$ cat src/rtl/uart_tx_pull.sv
// Pulling UART transmitter: fetches bytes from a get/data/empty source and sends 8N1 frames.
// Optional even-parity bit is enabled by defining UART_TX_PARITY_EN.
module uart_tx_pull #(
  parameter int unsigned W   = 8,
  parameter int unsigned DIV = 4
) (
  input  logic         clock,
  input  logic         reset,
  input  logic         empty,
  input  logic [W-1:0] data,
  output logic         get,
  output logic         tx,
  output logic         busy
);

  localparam int unsigned CW = (DIV > 1) ? $clog2(DIV + 1) : 1;
  localparam int unsigned BW = (W > 1) ? $clog2(W) : 1;

`ifdef UART_TX_PARITY_EN
  typedef enum logic [2:0] {
    S_IDLE, S_FETCH, S_START, S_DATA, S_PARITY, S_STOP
  } state_e;
`else
  typedef enum logic [2:0] {
    S_IDLE, S_FETCH, S_START, S_DATA, S_STOP
  } state_e;
`endif

  state_e          state_q, state_d;
  logic [W-1:0]    shift_q, shift_d;
  logic [CW-1:0]   cnt_q,   cnt_d;
  logic [BW-1:0]   bit_q,   bit_d;
  logic            tx_q,    tx_d;
  logic            baud_done;
`ifdef UART_TX_PARITY_EN
  logic            par_q,   par_d;
`endif

  assign baud_done = (cnt_q == '0);

  // State and datapath registers
  always_ff @(posedge clock) begin
    if (!reset) begin
      state_q <= S_IDLE;
      shift_q <= '0;
      cnt_q   <= '0;
      bit_q   <= '0;
      tx_q    <= 1'b1;
`ifdef UART_TX_PARITY_EN
      par_q   <= 1'b0;
`endif
    end else begin
      state_q <= state_d;
      shift_q <= shift_d;
      cnt_q   <= cnt_d;
      bit_q   <= bit_d;
      tx_q    <= tx_d;
`ifdef UART_TX_PARITY_EN
      par_q   <= par_d;
`endif
    end
  end

  // Next-state and datapath update
  always_comb begin
    state_d = state_q;
    shift_d = shift_q;
    cnt_d   = cnt_q;
    bit_d   = bit_q;
`ifdef UART_TX_PARITY_EN
    par_d   = par_q;
`endif
    unique case (state_q)
      S_IDLE: begin
        if (!empty) state_d = S_FETCH;
      end
      S_FETCH: begin
        shift_d = data;
        cnt_d   = CW'(DIV - 1);
        state_d = S_START;
`ifdef UART_TX_PARITY_EN
        par_d   = 1'b0;
`endif
      end
      S_START: begin
        if (baud_done) begin
          cnt_d   = CW'(DIV - 1);
          bit_d   = '0;
          state_d = S_DATA;
        end else begin
          cnt_d = CW'(cnt_q - 1'b1);
        end
      end
      S_DATA: begin
        if (baud_done) begin
          shift_d = shift_q >> 1;
          bit_d   = BW'(bit_q + 1'b1);
          cnt_d   = CW'(DIV - 1);
`ifdef UART_TX_PARITY_EN
          par_d   = par_q ^ shift_q[0];
          if (bit_q == BW'(W - 1)) state_d = S_PARITY;
`else
          if (bit_q == BW'(W - 1)) state_d = S_STOP;
`endif
        end else begin
          cnt_d = CW'(cnt_q - 1'b1);
        end
      end
`ifdef UART_TX_PARITY_EN
      S_PARITY: begin
        if (baud_done) begin
          cnt_d   = CW'(DIV - 1);
          state_d = S_STOP;
        end else begin
          cnt_d = CW'(cnt_q - 1'b1);
        end
      end
`endif
      S_STOP: begin
        if (baud_done) state_d = S_IDLE;
        else           cnt_d   = CW'(cnt_q - 1'b1);
      end
      default: state_d = S_IDLE;
    endcase
  end

  // Outputs: get/busy decode the current state, tx is registered from the next state
  always_comb begin
    tx_d = 1'b1;
    get  = (state_q == S_IDLE) & ~empty & reset;
    busy = (state_q != S_IDLE) & reset;
    unique case (state_d)
      S_START:  tx_d = 1'b0;
      S_DATA:   tx_d = shift_d[0];
`ifdef UART_TX_PARITY_EN
      S_PARITY: tx_d = par_d;
`endif
      default:  tx_d = 1'b1;
    endcase
  end

  assign tx = tx_q;

endmodule
$ cat config.mk
export PLATFORM = sky130hd
export DESIGN_NAME = uart_tx_pull
export DESIGN_NICKNAME = d
export VERILOG_FILES = /design/src/rtl/uart_tx_pull.sv
export SDC_FILE = /design/constraint.sdc
export NUM_CORES = 1
export LEC_CHECK = 0
export CORE_UTILIZATION = 40
export DETAILED_ROUTE_END_ITERATION = 7
export DONT_BUFFER_PORTS = 1
export REMOVE_ABC_BUFFERS = 1
export SLEW_MARGIN = 20
export SYNTH_ARGS = -nofsm -noshare
export SYNTH_HDL_FRONTEND = slang
export SYNTH_SLANG_ARGS = --single-unit
$ cat constraint.sdc
create_clock -name clock -period 1.4 [get_ports clock]
set_clock_uncertainty 0.15 [all_clocks]
set_input_delay 0.14 -clock clock [delete_from_list [all_inputs] [get_ports clock]]
set_output_delay 0.14 -clock clock [all_outputs]
set_load 0.02 [all_outputs]
-- Word-level counts from Yosys, hierarchy flattened
Index checks and enable logic that the tools add are counted.
- add/subtract/negate cells: 2
- equal/unequal tests: 10
- multiplexer cells: 15
- bitwise logic cells: 4
- reductions and logical operators: 10
- operators by type and width (kind ; number):
    two-way mux 3 bit ; 9
    one-hot mux 8 bit (2 select lines) ; 1
    one-hot mux 3 bit (5 select lines) ; 1
    equality test 3 x 2 -> 1 bit, second input constant ; 4
    one-hot mux 3 bit (3 select lines) ; 1
    two-way mux 8 bit ; 1
    equality test 3 bit, second input constant ; 2
    logical NOT 3 bit ; 2
    != test 2 bit, second input constant ; 3
    one-hot mux 3 bit (2 select lines) ; 1
    nonzero test 3 bit ; 2
    AND reduction 2 bit ; 2
    nonzero test 2 bit ; 2
    adder 3 x 1 -> 3 bit, second input constant ; 1
    AND 1 bit ; 3
    equality test 3 x 1 -> 1 bit, second input constant ; 1
    AND reduction 3 bit ; 1
    subtractor 3 x 1 -> 3 bit, second input constant ; 1
    one-hot mux 1 bit (2 select lines) ; 1
    OR reduction 2 bit ; 1
    inverter 1 bit ; 1
- bits in registers: 18
- bits of input ports: 11
- output and inout bits: 3
- word-level logic and storage cells: 47

-- Longest topological paths before layout
Gate-level depths: netlist (run 1).
- word-level depth: 6
- gate-level depth with buffers: 7
- mapped depth without buffers: 6

-- Worst setup path before layout (run 1)
No wires, ideal clock.
- kind: register to output
- start: reg state_q[0]
- end: out get
- arrival: 1363 ps
- data required time: 1110 ps
- path slack: -253 ps
- stages on the path, launching flop included: 4
- buffers on the path: 2
- path through: dfxtp_1 -> buf_4 -> clkbuf_1 -> nor4_1
- longest elaborated chain between the ends: 3
- RTL lines (element ; line ; RTL):
    start: declaration ; 29 ; state_e state_q, state_d;
    start signal: assignment ; 53 ; state_q <= state_d;
    logical NOT 3 bit ; 130 ; get = (state_q == S_IDLE) & ~empty & reset;
    AND 1 bit (2 in series) ; 130 ;
    end: declaration ; 11 ; output logic get,
No other way between the ends.

-- Worst setup path in the final report (run 1)
- start: reg cnt_q[0]
- end: reg shift_q[5]
- longest elaborated chain between the ends: 3
- RTL lines (element ; line ; RTL):
    start: declaration ; 31 ; logic [CW-1:0] cnt_q, cnt_d;
    start signal: assignment ; 55 ; cnt_q <= cnt_d;
    logical NOT 3 bit ; 39 ; assign baud_done = (cnt_q == '0);
    != test 2 bit (no line) ; n/a ;
    AND reduction 2 bit (no line) ; n/a ;
    end signal: assignment ; 54 ; shift_q <= shift_d;
    end: declaration ; 30 ; logic [W-1:0] shift_q, shift_d;
No other way between the ends.
A chain may end at the register's enable or synchronous reset.

==> run summary, run 1 <==
run status - finished with violations
failing checks - negative hold slack, negative setup slack
CTS sink cnt - 18
combined area of all synthesized cells - 943 um^2
top achievable clock speed - 0.630 GHz
proportion of power drawn by combinational gates - 43.3%
headroom to the max-slew limit - 73.0%
final count of negative-setup-slack endpoints - 18
net switching power of the design - 0.567 mW
PD cells - 1060 nW/um^2
Post-synth top flop - dfxtp_1
share of synthesized area occupied by flip-flops and latches - 38.2%
vias in the first global route - 1010
Clock Path Buffers - 2
Crit Path Max Fanout - 6
hold path start - reset
fin crit share - 113%
Hold WS - -208 ps
worst setup slack after layout - -188 ps
Core Util, Final - 71.0%
number of enable-type register cells in the synthesized netlist - 0
slew at the pin closest to its max-slew limit - 403 ps
per-cell via count in the routed design - 5.85
instance count of the mapped netlist - 109
DRC Markers - 0
#FFs+latches synth - 18
Reg power frac - 36.5%
Hold-fix buffers, CTS - 3
Internal Pwr Total - 1.10 mW
core outline area - 2210 um^2
final standard cell area without fillers - 1570 um^2
Maximum Capacitance Violations - 0
final net count - 163
Crit path required time - 1430 ps
total global routing overflow - 0
Initial Util - 42.6%
clock latency of the later-clocked register in the worst-skew pair - 300 ps
Syn-to-layout area delta - 66.4%
hold-critical path depth - 1
global-route wire length before repair - 4550 um
Critical Path End Type - register
static leakage power - 0.591 nW
fraction of final layout cells sized beyond drive strength 1 - 61.2%
violation count after the first detailed-routing iteration - 24
TritonCTS clock tree - built
total number of H-tree levels - 1
all-layer global routing usage - 24.1%
wirelength, routed - 3110 um
worst r2r dst - shift_q[5]
critical path start-end classification - register to register
Buffers on Ports - 0
highest ir drop seen on vdd - 0.613 mV
share of async-settable or async-resettable flops after synthesis - 0%
iteration count of the initial detailed-routing pass - 4
Avg Synthesized Cell Area - 8.66 um^2
number of cells on the worst reg-to-reg path - 7
Hold Path Class - input port to register
pin count of the biggest net entering global routing - 13
cell area reported after detailed placement - 1060 um^2
clock network fraction of total power - 20.1%
Clock transition at path regs - 120 ps
switching fraction of total power - 34.0%
Ports - 14
Placed Cells incl. Taps - 147
library cells used by synthesis - 40
setup repair after global routing missed its margin - yes
Final Hold Viols - 10
fin crit period - 1590 ps
final weighted congestion of routability-driven global placement - 0.791
initial antenna violation count - 0
beginning of the worst register-to-register path - cnt_q[0]
number of inserted diodes - 0
clock buffer count from CTS - 3
half-perimeter wire length of the detailed placement result - 1560 um
width of the chip - 50.6 um
final instance count without filler cells - 175
floorplan row count - 17
startpoint types - register
DR WL/cell - 17.7 um
height of the chip - 50.6 um
warning count from the yosys run - 0
Final Max Slew Viols - 0
number of nets with antenna violations after detailed routing - 0
floorplan die area - 2560 um^2
clock root buffer master - clkbuf_4
R2R setup slack - -190 ps
endpoint arrival time on the critical path - 1620 ps
worst hold endpoint - cnt_q[0]
vias - 1023
-- flip-flops by register name, indices dropped and copies added, names as in the netlist --
signal and flops:
tx 1, cnt_q 3, bit_q 3, shift_q 8
state_q 3
-- cells in the mapped netlist (2+ instances only) --
cell type	count	area [um^2]
inv_1	3	11.3
nand2_1	4	15.0
nand3_1	7	35.0
buf_4	2	15.0
a21oi_1	13	65.1
dfxtp_1	18	360
buf_2	2	10.0
nor2_1	7	26.3
clkbuf_1	2	7.51
nand2b_1	5	31.3
ha_1	4	50.1
a32oi_1	6	52.6
o21ai_0	9	45.0
-- power groups by stage --
stage | registers, mW | logic (mW) | clock network (mW)
CTS | 0.602 | 0.602 | 0.331
finish | 0.609 | 0.722 | 0.336
global route | 0.612 | 0.761 | 0.356
floorplan | 0.616 | 0.219 | 0
detailed placement | 0.614 | 0.356 | 0
global placement | 0.613 | 0.346 | 0
-- final cells by class --
cell class                      instances  area [um^2]
Multi-Input combinational cell         82          748
Sequential cell                        18          378
Tap cell                               28         35.0
Fill cell                             155          642
Clock buffer                            4         36.3
Timing Repair Buffer                   39          358
Inverter                                4         15.0
-- kinds of logic after synthesis --
| kind of cell | share of synthesized area (%) |
|---|---|
| flip-flops | 38.2 |
| multiplexers | 1.19 |
| AND/OR/NAND/NOR | 23.3 |
| AO/OA/AOI/OAI | 25.7 |
| adder cells (fa/ha/maj) | 5.31 |
| buffers and inverters | 6.23 |
-- worst max path at each step --
stage	startpoint	slack, ps	endpoint	cells past startpoint
after floorplan	cnt_q[0]	-180	tx	6
after global routing	state_q[2]	-230	busy	5
after global placement	cnt_q[0]	-260	tx	5
after detailed placement	cnt_q[0]	-260	tx	5
after CTS	state_q[1]	-150	busy	5
final	cnt_q[0]	-190	shift_q[5]	7
-- cells in the final DEF, fill, tap and decap left out, types with 5 or more instances in the layout --
cell | netlist | layout
a32oi_1 | 6 | 6
o21ai_1 | 1 | 8
nand2b_1 | 5 | 5
buf_4 | 2 | 23
dfxtp_2 | 0 | 5
dfxtp_1 | 18 | 10
a21oi_2 | 1 | 8
buf_6 | 1 | 12
a21oi_1 | 13 | 5
-- stage by stage --
step           power (mW)  worst slack (ps)  setup TNS [ps]
5_1_grt              1.73              -226           -2940
4_1_cts              1.54              -154            -983
3_3_place_gp        0.960              -261           -2010
3_5_place_dp        0.970              -257           -2290
6_report             1.67              -188           -2100
2_1_floorplan       0.835              -178           -1130
-- worst max-delay path: stages (launching register included) --
cell and delay [ps]:
dfxtp_2 340, inv_2 70, ha_4 170, buf_6 110, nand2b_4 100, buf_12 140
a21oi_4 280, a21oi_2 90
-- metal layers --
metal	vias up	global-route usage [%]	share of wire [%]
met5	-	0	0
met4	0	13.0	2.3
met3	8	3.33	4.2
met2	31	41.1	50
met1	501	28.9	43
li1	483	-	-
-- what timing repair did --
item	4_1_cts	5_1_grt
hold endpoints to repair	18	9
gates resized for setup	50	25
pin swaps	17	17
gates cloned	1	1
buffers inserted	17	4
setup endpoints to repair	20	20
Power figures use the tool's default switching activity.
==> inputs of run 2 (changes only) <==
- SETUP_SLACK_MARGIN: not set -> 0.2
==> run summary, run 2 (same netlist as run 1, synthesis figures left out) <==
violation count after the first detailed-routing iteration - 28 (+17%)
pin count of the biggest net entering global routing - 11 (-2)
Hold Path Class - input port to register
top achievable clock speed - 0.628 GHz (-0.25%)
Buffers on Ports - 0 (unchanged)
iteration count of the initial detailed-routing pass - 4 (unchanged)
headroom to the max-slew limit - 68.1% (-4.9 points)
per-cell via count in the routed design - 5.79 (-0.96%)
failing checks - negative hold slack, negative setup slack
critical path start-end classification - register to output port
global-route wire length before repair - 4630 um (+1.8%)
wirelength, routed - 3150 um (+1.4%)
vias - 1019 (-0.39%)
Clock transition at path regs - 110 ps (about the same)
floorplan die area - 2560 um^2 (unchanged)
DR WL/cell - 17.9 um (+0.78%)
largest register by flop count - shift_q
total number of H-tree levels - 1 (unchanged)
Hold-fix buffers, CTS - 3 (unchanged)
Final Hold Viols - 9 (-1)
final weighted congestion of routability-driven global placement - 0.791 (unchanged)
half-perimeter wire length of the detailed placement result - 1560 um (unchanged)
commonest cells after routing, fill and taps aside - buf_4 (24), buf_6 (13), dfxtp_1 (10)
final count of negative-setup-slack endpoints - 16 (-2)
Fin Setup TNS - -1460 ps (+638 ps)
CTS sink cnt - 18 (unchanged)
initial antenna violation count - 0 (unchanged)
Final Max Slew Viols - 0 (unchanged)
core outline area - 2210 um^2 (unchanged)
Hold WS - -208 ps (-0.0480 ps)
final standard cell area without fillers - 1620 um^2 (+3.1%)
width of the chip - 50.6 um (unchanged)
static leakage power - 0.610 nW (+3.2%)
all-layer global routing usage - 24.2% (+0.14 points)
floorplan row count - 17 (unchanged)
clock root buffer master - clkbuf_4
PD cells - 1010 nW/um^2 (-5.2%)
most common cell after layout, fill and taps aside - buf_4
Syn-to-layout area delta - 71.6%
slew at the pin closest to its max-slew limit - 476 ps (+73.3 ps)
final net count - 164 (+0.61%)
number of flip-flops in the largest register - 8 (unchanged)
cell area reported after detailed placement - 1060 um^2 (unchanged)
fraction of final layout cells sized beyond drive strength 1 - 66.2% (+5.0 points)
worst setup slack after layout - -192 ps (-3.94 ps)
run status - finished with violations
clock latency of the later-clocked register in the worst-skew pair - 290 ps (about the same)
Initial Util - 42.6% (unchanged)
number of nets with antenna violations after detailed routing - 0 (unchanged)
number of inserted diodes - 0 (unchanged)
Crit path required time - 1110 ps (-320 ps)
TritonCTS clock tree - built
endpoint arrival time on the critical path - 1300 ps (-320 ps)
Critical Path End Type - output port
highest ir drop seen on vdd - 0.672 mV (+9.6%)
Maximum Capacitance Violations - 0 (unchanged)
total power - 1.63 mW (-2.3%)
R2R setup slack - -160 ps (+30 ps)
Ports - 14 (unchanged)
startpoint types - register
setup repair after global routing missed its margin - yes
total global routing overflow - 0 (unchanged)
DRC Markers - 0 (unchanged)
vias in the first global route - 1028 (+1.8%)
Crit Path Max Fanout - 4 (-2)
height of the chip - 50.6 um (unchanged)
fin crit period - 1590 ps (+3.94 ps)
Clock Path Buffers - 2 (unchanged)
clock buffer count from CTS - 3 (unchanged)
fin crit share - 114% (+0.28 points)
## run 2: cell count changes in the layout (fill, tap and decap cells not counted), moves of 3 or more
cell / previous run / this run
a21oi_1: 5 / 9
nand3_1: 4 / 1
a21oi_2: 8 / 4
nand2b_4: 2 / 5
o21ai_1: 8 / 2
nand3_2: 3 / 6
o21ai_2: 1 / 7
nand2b_1: 5 / 2
## run 2: through the flow
stage	setup WS [ps]	hold slack (ps)	instances	utilization [%]
5_1_grt	-267	-226	176	73.2
3_5_place_dp	-257	117	147	48.0
6_report	-192	-208	176	73.2
2_1_floorplan	-178	108	102	-
3_3_place_gp	-261	115	147	48.0
4_1_cts	-154	-209	171	65.8
## run 2: worst paths after layout
kind / from / endpoint / cells after the start
worst max-delay path: state_q[2] / busy / 5
worst min-delay path: reset / shift_q[5] / 2
worst max register to register: cnt_q[0] / shift_q[0] / 6
worst min register to register: shift_q[7] / shift_q[7] / 2
## run 2: layout make-up
class                           instances  area, um^2
Multi-Input combinational cell         81         783
Fill cell                             164         593
Sequential cell                        18         378
Timing Repair Buffer                   41         372
Clock buffer                            4        36.3
Tap cell                               28        35.0
Inverter                                4        15.0
## run 2: where the power goes
part           internal (mW)  total (mW)  switching [mW]
sequential             0.564       0.613          0.0492
combinational          0.358       0.681           0.324
clock                  0.158       0.334           0.175
## run 2: critical path: stages (launching register included)
cell and delay, ps:
dfxtp_4 370, buf_6 130, nor3_4 220, buf_6 130, nor2_2 30, buf_6 120
## run 2: what timing repair did
action / CTS / global route
endpoints found under the hold margin: 18 / 9
setup endpoints to repair: 20 / 20
resized for setup: 61 / 26
gates cloned: 2 / 0
buffers inserted: 15 / 5
pin swaps: 24 / 14
## run 2: layer usage
metal	wire, um	vias to the layer above	global-route usage, %
met2	1660	31	41.1
li1	-	486	-
met4	59	0	10.2
met3	119	8	3.33
met5	0	-	0
met1	1310	494	30.4
==> inputs of run 3 (changes only) <==
- CAP_MARGIN: not set -> 10
- GPL_ROUTABILITY_DRIVEN: not set -> 1
- clock period: 1.4 -> 1.8 ns (I/O delays scaled with it)
==> run summary, run 3 (same netlist as run 1, synthesis figures left out) <==
width of the chip - 50.6 um (unchanged)
most common cell after layout, fill and taps aside - dfxtp_1
final weighted congestion of routability-driven global placement - 0.765 (-3.3%)
setup slack at placement - 127 ps (+384 ps)
hold-critical path depth - 1 (-1)
core outline area - 2210 um^2 (unchanged)
met2 routed WL - 884 um (-47%)
CTS sink cnt - 18 (unchanged)
failing checks - negative hold slack
final count of negative-setup-slack endpoints - 0 (-16)
DR WL/cell - 13.8 um (-23%)
highest ir drop seen on vdd - 0.400 mV (-40%)
routed metal-1 wirelength - 978 um (-25%)
Hold WS - -137 ps (+70.9 ps)
total number of H-tree levels - 1 (unchanged)
fin crit period - 1540 ps
all-layer global routing usage - 15.9% (-8.3 points)
Hold-fix buffers, CTS - 2 (-1)
endpoint arrival time on the critical path - 1570 ps (+270 ps)
clock latency of the later-clocked register in the worst-skew pair - 290 ps (about the same)
setup repair bufs after CTS - 0 (-15)
vias - 777 (-24%)
Ports - 14 (unchanged)
cell area reported after detailed placement - 972 um^2 (-8.5%)
Fin Setup TNS - 0 ps (+1460 ps)
fraction of final layout cells sized beyond drive strength 1 - 27.4% (-39 points)
Hold Path Class - input port to register
Crit path required time - 1830 ps (+720 ps)
TritonCTS clock tree - built
Clock Path Buffers - 2 (unchanged)
top achievable clock speed - 0.648 GHz
headroom to the max-slew limit - 75.0% (+6.9 points)
Maximum Capacitance Violations - 0 (unchanged)
vias in the first global route - 676 (-34%)
setup repair after global routing missed its margin - yes
global-route wire length before repair - 3040 um (-34%)
violation count after the first detailed-routing iteration - 11 (-61%)
initial antenna violation count - 0 (unchanged)
per-cell via count in the routed design - 5.51 (-4.8%)
final standard cell area without fillers - 1080 um^2 (-34%)
number of nets with antenna violations after detailed routing - 0 (unchanged)
Critical Path End Type - register
pin count of the biggest net entering global routing - 14 (+3)
routed length on met3 - 74 um (-38%)
PD cells - 906 nW/um^2 (-9.9%)
static leakage power - 0.394 nW (-35%)
startpoint types - register
final net count - 129 (-21%)
slew at the pin closest to its max-slew limit - 373 ps (-104 ps)
number of inserted diodes - 0 (unchanged)
fin crit share - 85.8%
Initial Util - 42.6% (unchanged)
total global routing overflow - 0 (unchanged)
half-perimeter wire length of the detailed placement result - 1350 um (-13%)
critical path start-end classification - register to register
Buffers on Ports - 0 (unchanged)
Final Hold Viols - 9 (unchanged)
number of cells on the worst reg-to-reg path - 6 (unchanged)
uppermost metal layer occupied by signal nets - met4
run status - finished with violations
DRC Markers - 0 (unchanged)
floorplan row count - 17 (unchanged)
Clock transition at path regs - 100 ps (about the same)
R2R setup slack - 260 ps (+420 ps)
largest register by flop count - shift_q
Crit Path Max Fanout - 6 (+2)
floorplan die area - 2560 um^2 (unchanged)
number of flip-flops in the largest register - 8 (unchanged)
iteration count of the initial detailed-routing pass - 4 (unchanged)
clock buffer count from CTS - 3 (unchanged)
Syn-to-layout area delta - 14.1%
Final Max Slew Viols - 0 (unchanged)
clock root buffer master - clkbuf_4
commonest cells after routing, fill and taps aside - dfxtp_1 (14), a21oi_1 (13), o21ai_0 (8)
height of the chip - 50.6 um (unchanged)
worst setup slack after layout - 256 ps (+448 ps)
wirelength, routed - 1950 um (-38%)
-- run 3: cell count changes in the layout (fill, tap and decap cells not counted), sizes merged --
| cell | change |
|---|---|
| buf | -33 |
| and3 | -1 |
| dlygate4sd3 | -1 |
-- run 3: worst max-delay path, cell delays in order (launching register included) --
cell	delay, ps
dfxtp_1	330
inv_2	80
ha_4	170
or3b_1	350
o22ai_1	130
a211o_1	160
o21ai_1	70
-- run 3: worst paths after layout --
kind,to,from
worst min register to register,bit_q[2],bit_q[2]
worst max-delay path,tx,cnt_q[0]
worst min-delay path,cnt_q[0],reset
worst max register to register,tx,cnt_q[0]
-- run 3: metrics by stage --
stage	utilization, %	power, mW	instances
finish	48.6	0.975	141
global route	48.6	1.04	141
CTS	47.5	0.977	141
detailed placement	43.9	0.708	135
global placement	43.9	0.704	135
floorplan	-	0.650	102
-- run 3: power by group --
part | total [mW] | switching [mW] | internal [mW] | leakage (nW)
logic | 0.250 | 0.136 | 0.113 | 0.224
clock network | 0.246 | 0.123 | 0.123 | 0.0210
registers | 0.479 | 0.0424 | 0.437 | 0.150
total | 0.975 | 0.301 | 0.673 | 0.394
-- run 3: area by class of cell --
| cell class | instances | area (um^2) |
|---|---|---|
| clock buffers | 4 | 36.3 |
| fillers | 211 | 1140 |
| inverters | 4 | 15.0 |
| multi-input cells | 80 | 564 |
| flip-flops and latches | 18 | 368 |
| well taps | 28 | 35.0 |
| repair buffers | 7 | 57.6 |
-- run 3: repair_timing --
action | 4_1_cts | 5_1_grt
resized for setup | 7 | 10
endpoints found under the hold margin | 12 | 10
endpoints found under the setup margin | 5 | 4
pin swaps | 0 | 4
-- run 3: routing by layer --
metal  GRT usage [%]  up-vias
met1            19.6      351
met3            3.03        2
met5               0        -
met2            26.7       16
li1                -      408
met4            6.94        0
